--- config.mk ---
export PLATFORM = sky130hd
export DESIGN_NAME = fc_loss_stage
export DESIGN_NICKNAME = d
export VERILOG_FILES = /design/src/rtl/nn_pkg.sv /design/src/rtl/argmax_tracker.sv /design/src/rtl/fc_loss_stage.sv
export SDC_FILE = /design/constraint.sdc
export NUM_CORES = 1
export LEC_CHECK = 0
export ABC_AREA = 1
export BUFFER_PORTS_ARGS = -buffer_cell sky130_fd_sc_hd__buf_4
export CORE_AREA = 10 10 225 227
export DETAILED_ROUTE_END_ITERATION = 16
export DIE_AREA = 0 0 235 237
export GPL_TIMING_DRIVEN = 1
export PLACE_DENSITY = 0.9
export SLEW_MARGIN = 5
export SYNTH_ARGS = -nofsm -noshare
export SYNTH_HDL_FRONTEND = slang
export SYNTH_SLANG_ARGS = --single-unit
export TNS_END_PERCENT = 5
--- constraint.sdc ---
create_clock -name clk -period 4.75 [get_ports clk]
set_input_delay 0.2375 -clock clk [delete_from_list [all_inputs] [get_ports clk]]
set_output_delay 0.2375 -clock clk [all_outputs]
set_load 0.02 [all_outputs]
--- src/rtl/nn_pkg.sv ---
// nn_pkg
// Shared definitions for the classifier back end: the Q16.16 unit constant,
// the 32-bit fixed-point word type, the loss-stage state encoding and a
// ReLU helper used when forward beats are captured.
package nn_pkg;

  // 1.0 in Q16.16
  localparam logic [31:0] ONE = 32'h0001_0000;

  // 32-bit two's-complement Q16.16 word; arithmetic on it wraps
  typedef logic [31:0] q16_16_t;

  typedef enum logic [1:0] {
    ST_IDLE    = 2'd0,
    ST_COLLECT = 2'd1,
    ST_EMIT    = 2'd2,
    ST_DRAIN   = 2'd3
  } state_e;

  // Clamp negative Q16.16 values to zero
  function automatic q16_16_t relu(input q16_16_t v);
    q16_16_t r;
    if (v[31]) begin
      r = 32'h0000_0000;
    end else begin
      r = v;
    end
    return r;
  endfunction

endpackage

--- src/rtl/argmax_tracker.sv ---
// argmax_tracker
// Keeps the running maximum of the values offered on update_i together with
// the index it arrived on. Ties keep the earlier (lower) index because only a
// strictly larger value replaces the stored one.
// Ports:
//   clk_i, rst_i  clock and synchronous active-high reset
//   clear_i       restart tracking (max = 0, index = 0)
//   update_i      offer value_i / idx_i this cycle
//   value_i       candidate value (already ReLU'd, so never negative)
//   idx_i         index of the candidate
//   max_idx_o     index of the largest value seen since the last clear
module argmax_tracker
  import nn_pkg::*;
#(
  parameter int IDX_WIDTH = 10
) (
  input  logic                 clk_i,
  input  logic                 rst_i,
  input  logic                 clear_i,
  input  logic                 update_i,
  input  q16_16_t              value_i,
  input  logic [IDX_WIDTH-1:0] idx_i,
  output logic [IDX_WIDTH-1:0] max_idx_o
);

  q16_16_t              max_val_q;
  logic [IDX_WIDTH-1:0] max_idx_q;

  // Running maximum; unsigned compare is valid because inputs are ReLU'd
  always_ff @(posedge clk_i) begin
    if (rst_i || clear_i) begin
      max_val_q <= 32'h0000_0000;
      max_idx_q <= {IDX_WIDTH{1'b0}};
    end else if (update_i && (value_i > max_val_q)) begin
      max_val_q <= value_i;
      max_idx_q <= idx_i;
    end
  end

  assign max_idx_o = max_idx_q;

endmodule

--- src/rtl/fc_loss_stage.sv ---
// fc_loss_stage
// Terminal stage of the classifier pipeline. Collects the fully-connected
// layer's forward output (ReLU on capture), tracks the argmax, then drives the
// layer in backprop mode with the Q16.16 error vector output - onehot(label),
// drains the layer's backward stream and reports the prediction.
// Ports:
//   clk, rst             clock and synchronous active-high reset
//   label, label_valid   class label and start-of-sample strobe (IDLE only)
//   s_data/s_idx/s_valid forward (and discarded backward) stream from layer
//   s_rdy                ready back to the layer's out_rdy
//   m_data/m_idx         error vector to the layer's fc_input / fc_input_idx
//   m_rdy                the layer's in_rdy
//   fwd                  layer forward-mode select
//   pred, correct_cnt    last argmax and running count of correct samples
//   done                 one-cycle pulse at sample completion
//   proto_err            sticky: a forward beat arrived out of order
module fc_loss_stage
  import nn_pkg::*;
#(
  parameter int OUTPUT_WIDTH = 10,
  parameter int IDX_WIDTH    = 10,
  parameter int CNT_WIDTH    = 16
) (
  input  logic                 clk,
  input  logic                 rst,
  input  logic [IDX_WIDTH-1:0] label,
  input  logic                 label_valid,
  input  logic [31:0]          s_data,
  input  logic [IDX_WIDTH-1:0] s_idx,
  input  logic                 s_valid,
  output logic                 s_rdy,
  output logic [31:0]          m_data,
  output logic [IDX_WIDTH-1:0] m_idx,
  input  logic                 m_rdy,
  output logic                 fwd,
  output logic [IDX_WIDTH-1:0] pred,
  output logic [CNT_WIDTH-1:0] correct_cnt,
  output logic                 done,
  output logic                 proto_err
);

  localparam int AW = (OUTPUT_WIDTH > 1) ? $clog2(OUTPUT_WIDTH) : 1;
  localparam logic [IDX_WIDTH-1:0] LAST_IDX = IDX_WIDTH'(OUTPUT_WIDTH - 1);
  localparam logic [IDX_WIDTH-1:0] DEPTH    = IDX_WIDTH'(OUTPUT_WIDTH);
  localparam logic [IDX_WIDTH-1:0] IDX_ZERO = {IDX_WIDTH{1'b0}};
  localparam logic [IDX_WIDTH-1:0] IDX_ONE  = {{(IDX_WIDTH-1){1'b0}}, 1'b1};
  localparam logic [CNT_WIDTH-1:0] CNT_ONE  = {{(CNT_WIDTH-1){1'b0}}, 1'b1};

  state_e               state_q;
  q16_16_t              obuf_q [OUTPUT_WIDTH];
  logic [IDX_WIDTH-1:0] k_q;
  logic [IDX_WIDTH-1:0] label_q;
  logic                 seen_low_q;
  logic                 s_rdy_q;
  logic                 fwd_q;
  q16_16_t              m_data_q;
  logic [IDX_WIDTH-1:0] m_idx_q;
  logic [IDX_WIDTH-1:0] pred_q;
  logic [CNT_WIDTH-1:0] cnt_q;
  logic                 done_q;
  logic                 proto_err_q;

  logic                 accept_d;
  logic                 in_range_d;
  q16_16_t              relu_d;
  q16_16_t              err_d;
  logic                 trk_clear_d;
  logic                 trk_update_d;
  logic [IDX_WIDTH-1:0] trk_max_idx;

  // Beat acceptance, ReLU'd capture value and the error word for index k
  always_comb begin
    accept_d     = 1'b0;
    in_range_d   = 1'b0;
    relu_d       = 32'h0000_0000;
    err_d        = 32'h0000_0000;
    trk_clear_d  = 1'b0;
    trk_update_d = 1'b0;
    accept_d     = (state_q == ST_COLLECT) && s_valid && s_rdy_q;
    // Out-of-range indices are flagged as protocol errors but never written
    in_range_d   = (s_idx < DEPTH);
    relu_d       = relu(s_data);
    trk_clear_d  = (state_q == ST_IDLE) && label_valid;
    trk_update_d = accept_d && in_range_d;
    // Subtraction wraps; a negative result is a legal Q16.16 error
    if (k_q == label_q) begin
      err_d = obuf_q[k_q[AW-1:0]] - ONE;
    end else begin
      err_d = obuf_q[k_q[AW-1:0]];
    end
  end

  argmax_tracker #(
    .IDX_WIDTH (IDX_WIDTH)
  ) u_argmax (
    .clk_i     (clk),
    .rst_i     (rst),
    .clear_i   (trk_clear_d),
    .update_i  (trk_update_d),
    .value_i   (relu_d),
    .idx_i     (s_idx),
    .max_idx_o (trk_max_idx)
  );

  // Sample sequencer with registered outputs
  always_ff @(posedge clk) begin
    if (rst) begin
      state_q     <= ST_IDLE;
      k_q         <= IDX_ZERO;
      label_q     <= IDX_ZERO;
      seen_low_q  <= 1'b0;
      s_rdy_q     <= 1'b0;
      fwd_q       <= 1'b1;
      m_data_q    <= 32'h0000_0000;
      m_idx_q     <= LAST_IDX;
      pred_q      <= IDX_ZERO;
      cnt_q       <= {CNT_WIDTH{1'b0}};
      done_q      <= 1'b0;
      proto_err_q <= 1'b0;
      for (int i = 0; i < OUTPUT_WIDTH; i++) begin
        obuf_q[i] <= 32'h0000_0000;
      end
    end else begin
      done_q <= 1'b0;
      case (state_q)
        ST_IDLE: begin
          fwd_q   <= 1'b1;
          s_rdy_q <= 1'b0;
          if (label_valid) begin
            label_q <= label;
            k_q     <= IDX_ZERO;
            s_rdy_q <= 1'b1;
            state_q <= ST_COLLECT;
          end
        end
        ST_COLLECT: begin
          if (accept_d) begin
            if (in_range_d) begin
              obuf_q[s_idx[AW-1:0]] <= relu_d;
            end
            if (s_idx != k_q) begin
              proto_err_q <= 1'b1;
            end
            // The last class index ends collection regardless of order
            if (s_idx == LAST_IDX) begin
              k_q     <= IDX_ZERO;
              s_rdy_q <= 1'b0;
              fwd_q   <= 1'b0;
              state_q <= ST_EMIT;
            end else begin
              k_q <= k_q + IDX_ONE;
            end
          end
        end
        ST_EMIT: begin
          // m_* and k only move when the layer can take a beat
          if (m_rdy) begin
            m_idx_q  <= k_q;
            m_data_q <= err_d;
            if (k_q == LAST_IDX) begin
              k_q        <= IDX_ZERO;
              seen_low_q <= 1'b0;
              s_rdy_q    <= 1'b1;
              state_q    <= ST_DRAIN;
            end else begin
              k_q <= k_q + IDX_ONE;
            end
          end
        end
        ST_DRAIN: begin
          // The layer drops in_rdy while it runs backprop; wait for it to return
          if (!m_rdy) begin
            seen_low_q <= 1'b1;
          end else if (seen_low_q) begin
            seen_low_q <= 1'b0;
            done_q     <= 1'b1;
            pred_q     <= trk_max_idx;
            if (trk_max_idx == label_q) begin
              cnt_q <= cnt_q + CNT_ONE;
            end
            fwd_q   <= 1'b1;
            s_rdy_q <= 1'b0;
            state_q <= ST_IDLE;
          end
        end
        default: begin
          state_q <= ST_IDLE;
        end
      endcase
    end
  end

  assign s_rdy       = s_rdy_q;
  assign fwd         = fwd_q;
  assign m_data      = m_data_q;
  assign m_idx       = m_idx_q;
  assign pred        = pred_q;
  assign correct_cnt = cnt_q;
  assign done        = done_q;
  assign proto_err   = proto_err_q;

endmodule

==> impl_table.tex <==
\begin{tabular}{lr}
\hline
Metric & Value \\
\hline
\multicolumn{2}{l}{\textbf{Setup path}} \\
\quad Kind of critical path & reg -> reg \\
\quad CP Cell Sequence & inv\_1, ha\_1, nand3\_1, inv\_1, nand4\_1, a21oi\_2, nand2\_2, nor3\_1, nand2\_1, buf\_4, nand2\_1, buf\_12 \\
\quad Capture point of the worst reg-to-reg path & obuf\_q[3][22]\$\_SDFFCE\_PN0P\_ \\
\quad Biggest fanout along the worst timing path & 32 \\
\quad CP Launch Point & state\_q[1]\$\_SDFFE\_PP0P\_ \\
\quad CP Launch Type & flip-flop \\
\quad Critical path's slowest cell & sky130\_fd\_sc\_hd\_\_nand2\_1 \\
\quad Startpoint of the worst-slack reg-to-reg timing path & state\_q[1]\$\_SDFFE\_PP0P\_ \\
\quad Crit path largest cell delay & 0.69 ns \\
\quad Path depth of the worst reg2reg path & 12 \\
\quad Worst reg2reg setup slack & 0.97 ns \\
\quad Endpoint required time on the critical path & 5.08 ns \\
\quad Data arrival time of the worst path & 4.12 ns \\
\quad Kind of end point of the critical path & flip-flop \\
\quad Crit path capture & obuf\_q[3][22]\$\_SDFFCE\_PN0P\_ \\
\multicolumn{2}{l}{\textbf{Timing}} \\
\quad Skew final & just under 0.03 ns \\
\quad Fin worst setup slack & 0.966 ns \\
\quad Rel. slew slack & 0.163 \\
\quad Setup-violating endpoint count in the final report & 0 \\
\quad F\_max & 264 MHz \\
\quad Fin crit period & 3.78 ns \\
\quad Total count of hold-check failures in the final report & 0 \\
\quad Measured slew at the worst slew-check pin & 1.25 ns \\
\quad Final-report max-slew violation count & 0 \\
\quad Period Utilization, post-route & 0.797 \\
\quad Unrepaired setup endpoints after global routing & no \\
\quad Final-layout setup total negative slack & 0 ns \\
\multicolumn{2}{l}{\textbf{Yosys}} \\
\quad Main area contributors after synthesis & sky130\_fd\_sc\_hd\_\_edfxtp\_1 (53\%), sky130\_fd\_sc\_hd\_\_nor2\_1 (9.9\%), sky130\_fd\_sc\_hd\_\_dfxtp\_1 (9.9\%) \\
\quad Gate Count Post-Synth & 2926 \\
\quad FFs w/ async S/R, synth & 0 \\
\quad Post-synth EDFFs & 496 \\
\quad Cell area after synthesis & 0.0283 sq mm \\
\quad Syn avg cell area & 9.66 sq um \\
\quad Portion of the post-synthesis area used by sequential elements & 0.626 \\
\quad Library cell occupying the most area in the post-synthesis netlist & sky130\_fd\_sc\_hd\_\_edfxtp\_1 \\
\quad Count of yosys warnings during synthesis & 0 \\
\quad Top-area cell type share of the netlist area & 0.527 \\
\quad Synth Flop Type & sky130\_fd\_sc\_hd\_\_edfxtp\_1 \\
\quad Post-synthesis register bit count & 636 \\
\quad Distinct cells, synth & 46 \\
\multicolumn{2}{l}{\textbf{Place}} \\
\quad Port Buffer Count & 128 \\
\quad Pre-CTS worst setup slack & 1.18 ns \\
\quad Placed cell area & around 0.03 sq mm \\
\quad Cell Count Post-Placement & 3718 \\
\quad Gp weighted congestion & a little over 0.9 \\
\quad HPWL reported at the end of detailed placement & between 40 and 50 mm \\
\multicolumn{2}{l}{\textbf{Detailed routing}} \\
\quad Routed WL & 78.5 mm \\
\quad DR iter-0 viols & 3906 \\
\quad Number of routed nets with antenna violations & 0 \\
\quad Remaining design rule violation count & 0 \\
\quad Drt via density & around 6 \\
\quad Via total after detailed routing & 23100 \\
\quad First-pass detailed-route iteration total & 7 \\
\quad Final routed wire length divided by cell count & roughly 20 um \\
\multicolumn{2}{l}{\textbf{Finish}} \\
\quad Area Overhead vs Synth & 14.8\% \\
\quad Most common cell after layout, fill and taps aside & sky130\_fd\_sc\_hd\_\_nor2\_1 \\
\quad Commonest non-fill, non-tap cells in the layout & sky130\_fd\_sc\_hd\_\_nor2\_1 (747), sky130\_fd\_sc\_hd\_\_edfxtp\_1 (496), sky130\_fd\_sc\_hd\_\_nand2\_1 (328), sky130\_fd\_sc\_hd\_\_o21ai\_0 (276), sky130\_fd\_sc\_hd\_\_inv\_1 (226) \\
\quad Final non-filler cell total & 3849 \\
\quad Post-Layout Inst Area & 0.0325 sq mm \\
\quad Fill cell count & about 2900 \\
\quad Post-layout nets & 3292 \\
\quad Ratio of cells with drive above 1 in the final layout & 0.0938 \\
\quad Fraction of the core area covered by cells at the end of the flow & 0.703 \\
\multicolumn{2}{l}{\textbf{Floorplanning}} \\
\quad Area of the die & 0.0557 sq mm \\
\quad Placeable core region & about 0.046 sq mm \\
\quad Initial standard-cell utilization of the core & 0.613 \\
\quad Die outline height & $\sim$240 um \\
\quad Die width & between 200 and 250 um \\
\quad Standard-cell row count & 79 \\
\quad I/O pin total & 129 \\
\multicolumn{2}{l}{\textbf{CTS}} \\
\quad Number of H-tree levels & 2 \\
\quad Maximum buffer depth of the clock tree & 3 \\
\quad Later-pin clock latency in the skew report & 0.66 ns \\
\quad CTS root buffer & sky130\_fd\_sc\_hd\_\_clkbuf\_16 \\
\quad Clock tree from TritonCTS & yes \\
\quad Count of buffers added by post-CTS timing repair for setup & 0 \\
\quad Number of clock sinks & 636 \\
\quad CTS clock-pin slew for the worst setup and hold paths & 0.06 ns \\
\quad Num CTS Buffers & 59 \\
\multicolumn{2}{l}{\textbf{GRT}} \\
\quad Pin count of the biggest net entering global routing & 127 \\
\quad Global router's overall resource usage & 0.271 \\
\quad Antenna violations before repair & 2 \\
\quad GR Overflow Total & 0 \\
\quad Via count of the first global-routing pass & $\sim$23000 \\
\quad Global-route wire length before repair & 122 mm \\
\multicolumn{2}{l}{\textbf{Run}} \\
\quad Max Cap Violations & 0 \\
\multicolumn{2}{l}{\textbf{Pwr}} \\
\quad Maximum resistive drop on vdd & 0.564 mV \\
\quad Power density relative to cell area & 410 mW/mm\^{}2 \\
\quad Static Leak & between 10 and 15 nW \\
\multicolumn{2}{l}{\textbf{Hold path}} \\
\quad Hold Crit Class & in -> reg \\
\multicolumn{2}{l}{\textbf{Status}} \\
\quad Result of the run & completed \\
\hline
\end{tabular}
-- flip-flops by register name, summed over array words and instances (netlist names), 2 cells and up, named ones only --
register / count
k_q: 10
label_q: 10
m_idx: 10
m_data: 32
u_argmax.max_val_q: 31
state_q: 2
obuf_q: 496
correct_cnt: 16
u_argmax.max_idx_o: 10
pred: 10
-- kinds of logic after synthesis --
family / Yosys count / synth area share
compound gates: 476 / 0.0976
simple gates: 1307 / 0.186
xor+xnor: 32 / 0.00991
flops: 636 / 0.626
fa+ha+maj: 40 / 0.0177
buf+inv: 434 / 0.0625
other cells: 1 / 0.000133
-- report_power, final --
group	total (mW)	internal, mW	leakage [nW]	switching (mW)
combinational	2.24	0.687	5.63	1.56
sequential	6.41	6.23	6.26	0.174
clock	4.66	2.59	0.918	2.07
-- synthesized netlist by cell type (3+ instances only) --
library cell	n
sky130_fd_sc_hd__o21ai_0	277
sky130_fd_sc_hd__o21ai_1	9
sky130_fd_sc_hd__nor2_2	3
sky130_fd_sc_hd__xnor2_1	16
sky130_fd_sc_hd__a21oi_1	59
sky130_fd_sc_hd__o221ai_1	46
sky130_fd_sc_hd__nand4_1	18
sky130_fd_sc_hd__o22ai_1	22
sky130_fd_sc_hd__nor4_1	6
sky130_fd_sc_hd__buf_1	10
sky130_fd_sc_hd__or2_1	3
sky130_fd_sc_hd__ha_1	40
sky130_fd_sc_hd__clkbuf_1	85
sky130_fd_sc_hd__edfxtp_1	496
sky130_fd_sc_hd__or2_2	4
sky130_fd_sc_hd__dfxtp_1	140
sky130_fd_sc_hd__nand2_1	328
sky130_fd_sc_hd__buf_6	5
sky130_fd_sc_hd__clkinv_1	7
sky130_fd_sc_hd__nand3_1	170
sky130_fd_sc_hd__o21a_1	3
sky130_fd_sc_hd__inv_1	229
sky130_fd_sc_hd__nor3_1	18
sky130_fd_sc_hd__a211oi_1	3
sky130_fd_sc_hd__inv_2	29
sky130_fd_sc_hd__o211ai_1	38
sky130_fd_sc_hd__o311ai_0	8
sky130_fd_sc_hd__xor2_1	16
sky130_fd_sc_hd__nor2_1	748
sky130_fd_sc_hd__buf_4	6
sky130_fd_sc_hd__buf_2	63
-- area by class of cell --
class	count	area [sq um]	area share
antenna	2	5.00	0.000154
sequential	636	17700	0.546
clock buffer	77	1600	0.0494
inverter	265	1000	0.0308
clock inverter	29	273	0.00840
multi-input combinational	2041	9530	0.294
tap	607	759	0.0234
timing repair buffer	192	1570	0.0485
-- timing repair --
| item | CTS | global route |
|---|---|---|
| hold buffers | 23 | 0 |
| endpoints found under the setup margin | 0 | 0 |
| hold endpoints to repair | 31 | 0 |
| gates resized for setup | 0 | 0 |
-- critical path, delay by kind of cell (launching register included) --
kind | cells | cell delay [ns]
DFF | 1 | 0.33
and+or+nand+nor | 6 | 1.69
AOI/OAI and AO/OA | 1 | 0.29
buffers and inverters | 4 | 0.89
adders and majority gates | 1 | 0.25
-- through the flow --
stage	power (mW)	hold slack (ns)
5_1_grt	13.8	0.0492
2_1_floorplan	7.99	0.404
6_report	13.3	0.0222
3_3_place_gp	8.55	0.443
4_1_cts	13.2	0.00116
3_5_place_dp	8.63	0.456
-- routing by layer --
layer | part of all wire | global-route usage
met2 | 0.49 | 0.461
met5 | 0 | 0
met1 | 0.34 | 0.316
met3 | 0.11 | 0.0555
met4 | 0.058 | 0.152
-- worst min path at each step --
stage,from,end,slack [ns],cells after the start
finish,s_data[15],u_argmax.max_val_q[15]$_SDFFE_PP0P_,0.02,5
global route,s_data[17],u_argmax.max_val_q[17]$_SDFFE_PP0P_,0.05,5
CTS,s_data[19],u_argmax.max_val_q[19]$_SDFFE_PP0P_,0.001,5
detailed placement,proto_err$_SDFFE_PP0P_,proto_err$_SDFFE_PP0P_,0.46,2
global placement,proto_err$_SDFFE_PP0P_,proto_err$_SDFFE_PP0P_,0.44,2
floorplan,label[0],label_q[0]$_SDFFE_PP0P_,0.40,2
(Power assumes the default switching activity.)
